## src/rtl/reset_seq_rx.sv

```systemverilog
// Orderly reset release for the clk125 domain: synchronizes the clock block's reset request,
// waits for it to settle low, then releases and acknowledges each downstream stage in turn.
// Optional ack watchdog is enabled by defining RST_SEQ_WDOG_EN.
module reset_seq_rx #(
  parameter int N_STAGE  = 4,
  parameter int STABLE_W = 10,
  parameter int TMO_W    = 16,
  parameter int SYNC_STG = 2
) (
  input  logic               clki,
  input  logic               rsti,
  input  logic               rst_req_i,
  input  logic [N_STAGE-1:0] stage_ack_i,
  output logic [N_STAGE-1:0] rst_o,
  output logic               all_rdy_o,
  output logic               fault_o,
  output logic [2:0]         fault_stage_o
);

  if (N_STAGE < 1 || N_STAGE > 8 || SYNC_STG < 2 || STABLE_W < 1 || TMO_W < 1) begin : g_bad_param
    $error("reset_seq_rx: illegal parameter combination");
  end

  typedef enum logic [2:0] {
    HOLD, SETTLE, REL, ACKW, RUN
`ifdef RST_SEQ_WDOG_EN
    , FAULT
`endif
  } state_e;

  localparam logic [STABLE_W-1:0] SETTLE_LAST = {STABLE_W{1'b1}} - STABLE_W'(1);
  localparam logic [2:0]          IDX_LAST    = 3'(N_STAGE - 1);

  state_e               state_q, state_d;
  logic [SYNC_STG-1:0]  sync_q;
  logic                 req_s;
  logic [2:0]           idx_q, idx_d;
  logic [STABLE_W-1:0]  scnt_q, scnt_d;
  logic [N_STAGE-1:0]   rst_q, rst_d;
  logic                 rdy_q, rdy_d;
  logic [7:0]           ack_pad;
`ifdef RST_SEQ_WDOG_EN
  localparam logic [TMO_W-1:0] TMO_LAST = {TMO_W{1'b1}} - TMO_W'(1);
  logic [TMO_W-1:0]     tcnt_q, tcnt_d;
  logic                 fault_q, fault_d;
  logic [2:0]           fstage_q, fstage_d;
`endif

  // Preset to "request asserted" so a fresh power-up never looks like a settled-low request.
  always_ff @(posedge clki or negedge rsti) begin
    if (!rsti) sync_q <= '1;
    else       sync_q <= {sync_q[SYNC_STG-2:0], rst_req_i};
  end

  assign req_s   = sync_q[SYNC_STG-1];
  assign ack_pad = 8'(stage_ack_i);

  always_ff @(posedge clki or negedge rsti) begin
    if (!rsti) begin
      state_q  <= HOLD;
      idx_q    <= '0;
      scnt_q   <= '0;
      rst_q    <= '1;
      rdy_q    <= 1'b0;
`ifdef RST_SEQ_WDOG_EN
      tcnt_q   <= '0;
      fault_q  <= 1'b0;
      fstage_q <= '0;
`endif
    end else begin
      state_q  <= state_d;
      idx_q    <= idx_d;
      scnt_q   <= scnt_d;
      rst_q    <= rst_d;
      rdy_q    <= rdy_d;
`ifdef RST_SEQ_WDOG_EN
      tcnt_q   <= tcnt_d;
      fault_q  <= fault_d;
      fstage_q <= fstage_d;
`endif
    end
  end

  always_comb begin
    state_d  = state_q;
    idx_d    = idx_q;
    scnt_d   = scnt_q;
    rst_d    = rst_q;
    rdy_d    = rdy_q;
`ifdef RST_SEQ_WDOG_EN
    tcnt_d   = tcnt_q;
    fault_d  = fault_q;
    fstage_d = fstage_q;
`endif
    unique case (state_q)
      HOLD: begin
        rst_d = '1;
        rdy_d = 1'b0;
        if (!req_s) begin
          state_d = SETTLE;
          scnt_d  = '0;
        end
      end
      SETTLE: begin
        scnt_d = scnt_q + STABLE_W'(1);
        if (scnt_q == SETTLE_LAST) begin
          state_d = REL;
          idx_d   = '0;
        end
      end
      REL: begin
        for (int i = 0; i < N_STAGE; i++) begin
          if (idx_q == 3'(i)) rst_d[i] = 1'b0;
        end
        state_d = ACKW;
`ifdef RST_SEQ_WDOG_EN
        tcnt_d  = '0;
`endif
      end
      ACKW: begin
        if (ack_pad[idx_q]) begin
          if (idx_q == IDX_LAST) begin
            state_d = RUN;
            rdy_d   = 1'b1;
          end else begin
            state_d = REL;
            idx_d   = idx_q + 3'd1;
          end
        end
`ifdef RST_SEQ_WDOG_EN
        else begin
          tcnt_d = tcnt_q + TMO_W'(1);
          if (tcnt_q == TMO_LAST) begin
            state_d  = FAULT;
            rst_d    = '1;
            fault_d  = 1'b1;
            fstage_d = idx_q;
          end
        end
`endif
      end
      default: ;
    endcase

    // A fresh request outranks any ack or timeout decided above.
    if (req_s && state_q != HOLD) begin
      state_d  = HOLD;
      rst_d    = '1;
      rdy_d    = 1'b0;
`ifdef RST_SEQ_WDOG_EN
      fault_d  = 1'b0;
      fstage_d = '0;
`endif
    end
  end

  assign rst_o     = rst_q;
  assign all_rdy_o = rdy_q;
`ifdef RST_SEQ_WDOG_EN
  assign fault_o       = fault_q;
  assign fault_stage_o = fstage_q;
`else
  assign fault_o       = 1'b0;
  assign fault_stage_o = 3'd0;
`endif

endmodule

```

## config.mk

```make
export PLATFORM = sky130hd
export DESIGN_NAME = reset_seq_rx
export DESIGN_NICKNAME = d
export VERILOG_FILES = /design/src/rtl/reset_seq_rx.sv
export SDC_FILE = /design/constraint.sdc
export NUM_CORES = 1
export LEC_CHECK = 0
export CAP_MARGIN = 40
export CORE_AREA = 2 2 72 60
export DETAILED_ROUTE_END_ITERATION = 10
export DIE_AREA = 0 0 74 62
export GPL_ROUTABILITY_DRIVEN = 0
export PLACE_DENSITY = 0.6
export REMOVE_ABC_BUFFERS = 1
export SLEW_MARGIN = 20
export SYNTH_ARGS = -nofsm -noshare
export SYNTH_HDL_FRONTEND = slang
export SYNTH_SLANG_ARGS = --single-unit
export TNS_END_PERCENT = 5
```

## constraint.sdc

```tcl
create_clock -name clki -period 2.6 [get_ports clki]
set_input_delay 0.52 -clock clki [delete_from_list [all_inputs] [get_ports clki]]
set_output_delay 0.52 -clock clki [all_outputs]
set_load 0.03 [all_outputs]
```

==> metrics.cfg <==
[cts]
worstSkewPairLatency_ns = 0.26
cts-buffers-inserted = 3
clock_path_buffers = 2
cts_tree = done
h-tree-depth = 1
cts_resized = 0
cts.sinks = 23
hold_buffers = 0
clk_pin_slew_ns = 0.08
post_cts_buffers = 0
cts-root-buf = clkbuf_8

[logic_synthesis]
synth_warnings = 0
ys_seq_elements = 23
synth_area_per_cell_um2 = 9.69
async_reset_ff_frac = 1.00
yosys.area.top_type = dfrtp_1
yosys-top-cells-count = nand2_1 (23), dfrtp_1 (17)
synth_cells = 134
synth.area.top_cells = dfrtp_1 (33%), dfstp_2 (12%), ha_1 (6.7%)
synthFlopType = dfrtp_1
synth_edf_count = 0
post-synth-top-count-cell = nand2_1
synth_area_um2 = 1300
synth_top_area_frac = 0.328
yosysSeqAreaShare = 0.449
synth_cell_types = 39

[critical_path]
cpPeakStageDelay_ns = 0.66
worstPathMaxFanout = 2
cp-end-kind = primary output
worstPathRequired_ns = 2.08
path_buf_inv = 1
crit_chain = clkdlybuf4s50_1
r2r_start = idx_q[1]$_DFFE_PN0P_
cpMaxStageDelayCell = clkdlybuf4s50_1
crit_type = flop to primary output
cp-start-kind = flop
rrSetupSlack_ns = 0.91
rr_endpoint = idx_q[2]$_DFFE_PN0P_
ff2ff_path_depth = 5
arrival_ns = 1.46
crit_family = buffers and inverters

[sta]
finalSetupViolCount = 0
max_freq_mhz = 505
post-route-period-util = 0.761
tns_ns = 0
rsz0062_at_grt = false
report.final.hold_viol_count = 0
finClkSkew_ns = 0.00275
report.final.slew_viol_count = 0
period_minus_slack_ns = 1.98

[placement]
post-dp-hpwl_um = 1920
io_buffers = 11

[floorplanning]
core_um2 = 3970
initial_core_util = 0.327
dieArea_um2 = 4590
placementRows = 21
ios = 16
die_w_um = 74
die_h_um = 62

[route]
drc = 0
initialDrtViolationCount = 31
viasPerCell = 4.78
ant_nets = 0
vias = 971
wl_um = 2510
drt-pass1-iter-count = 4
avgRoutedWirePerCell_um = 12.3

[global_routing]
grt_start_max_net_pins = 24
grt_usage = 0.126
grt_pass1_wl_um = 4370
antenna_found_initial = 0
overflow = 0
grt_pass1_vias = 978

[power]
vdd_drop_max_v = 0.000289
power_density_nw_per_um2 = 487
cellLeakagePower_nw = 0.705
power_mw = 0.728

[job]
maxCapViolations = 0

[min_path]
min_path_type = flop to flop
holdCritStartpoint = sync_q[0]$_DFF_PN1_
min_path_cells = 0
whs_endpoint = sync_q[1]$_DFF_PN1_

[cells_and_area]
nets = 161
areaGrowthSynthToFinish_pct = 15.0
antenna_cells = 0
drive_gt1_frac = 0.130
fillers = 393

[run_status]
status = finished clean

cell type report:
| type | count | area (µm²) | share of cell area |
|---|---|---|---|
| clock buffer | 4 | 45.0 | 0.0302 |
| tap | 57 | 71.3 | 0.0477 |
| timing repair buffer | 12 | 118 | 0.0787 |
| multi-input combinational | 100 | 651 | 0.436 |
| sequential | 23 | 583 | 0.390 |
| inverter | 7 | 26.3 | 0.0176 |
state kept, by name, summed over array words and instances, names as in the netlist:
name,flops
state_q,3
idx_q,3
sync_q,2
all_rdy_o,1
rst_o,4
scnt_q,10
placed cells by master (no fill, tap or decap), drive strengths merged, types with 2 or more instances in the layout:
cell type and instances:
mux2i 5, and3 3, a21oi 5, conb 4
nand2 23, clkbuf 4, nor2b 3, dfrtp 17
o21ai 6, o21a 2, nor2 8, and2 2
inv 7, dfstp 6, clkdlybuf4s50 11, nand3 7
or3 2, nor3 2, ha 7, nand4 4
mux2 2
through the flow:
stage	instance area, µm²	hold slack, ns	setup slack [ns]	util	cells
floorplan	1260	0.224	1.10	-	130
global placement	1450	0.346	0.702	0.365	199
detailed placement	1450	0.351	0.674	0.365	199
CTS	1490	0.363	0.610	0.377	203
global route	1490	0.364	0.568	0.377	203
finish	1490	0.361	0.621	0.377	203
worst max-delay path by stage:
stage / startpoint / end / depth (start not counted)
6_report: rst_o[2]$_DFFE_PN1P_ / rst_o[2] / 1
3_5_place_dp: stage_ack_i[2] / state_q[1]$_DFFE_PN0P_ / 5
3_3_place_gp: stage_ack_i[0] / state_q[1]$_DFFE_PN0P_ / 5
4_1_cts: rst_o[0]$_DFFE_PN1P_ / rst_o[0] / 1
2_1_floorplan: idx_q[1]$_DFFE_PN0P_ / idx_q[2]$_DFFE_PN0P_ / 5
5_1_grt: rst_o[1]$_DFFE_PN1P_ / rst_o[1] / 1
metal layers:
layer / wire length (µm) / up-vias / GRT usage
li1: - / 481 / -
met1: 1200 / 474 / 0.153
met2: 1190 / 16 / 0.224
met3: 110 / 0 / 0.0403
met4: 0 / 0 / 0.0234
met5: 0 / - / 0
worst register-to-register path: stages (launching register included):
cell,delay [ns]
dfrtp_1,0.49
ha_1,0.24
ha_1,0.24
nand2b_1,0.17
or3_1,0.32
a21oi_1,0.15
where the power goes:
group / total, mW / leakage (nW) / switching (mW) / internal, mW
clock: 0.221 / 0.0228 / 0.112 / 0.109
combinational: 0.0931 / 0.402 / 0.0521 / 0.0410
sequential: 0.414 / 0.281 / 0.0317 / 0.382
total: 0.728 / 0.705 / 0.196 / 0.532
cell families after synthesis:
family,count (synthesis),share of synthesized area
AO/OA/AOI/OAI,22,0.125
other,1,0.00289
XOR/XNOR,1,0.00674
multiplexers,7,0.0617
adder cells (fa/ha/maj),7,0.0674
flip-flops,23,0.449
AND/OR/NAND/NOR,59,0.228
buffers and inverters,14,0.0588
Note: power is estimated with default switching activity, not from simulation.
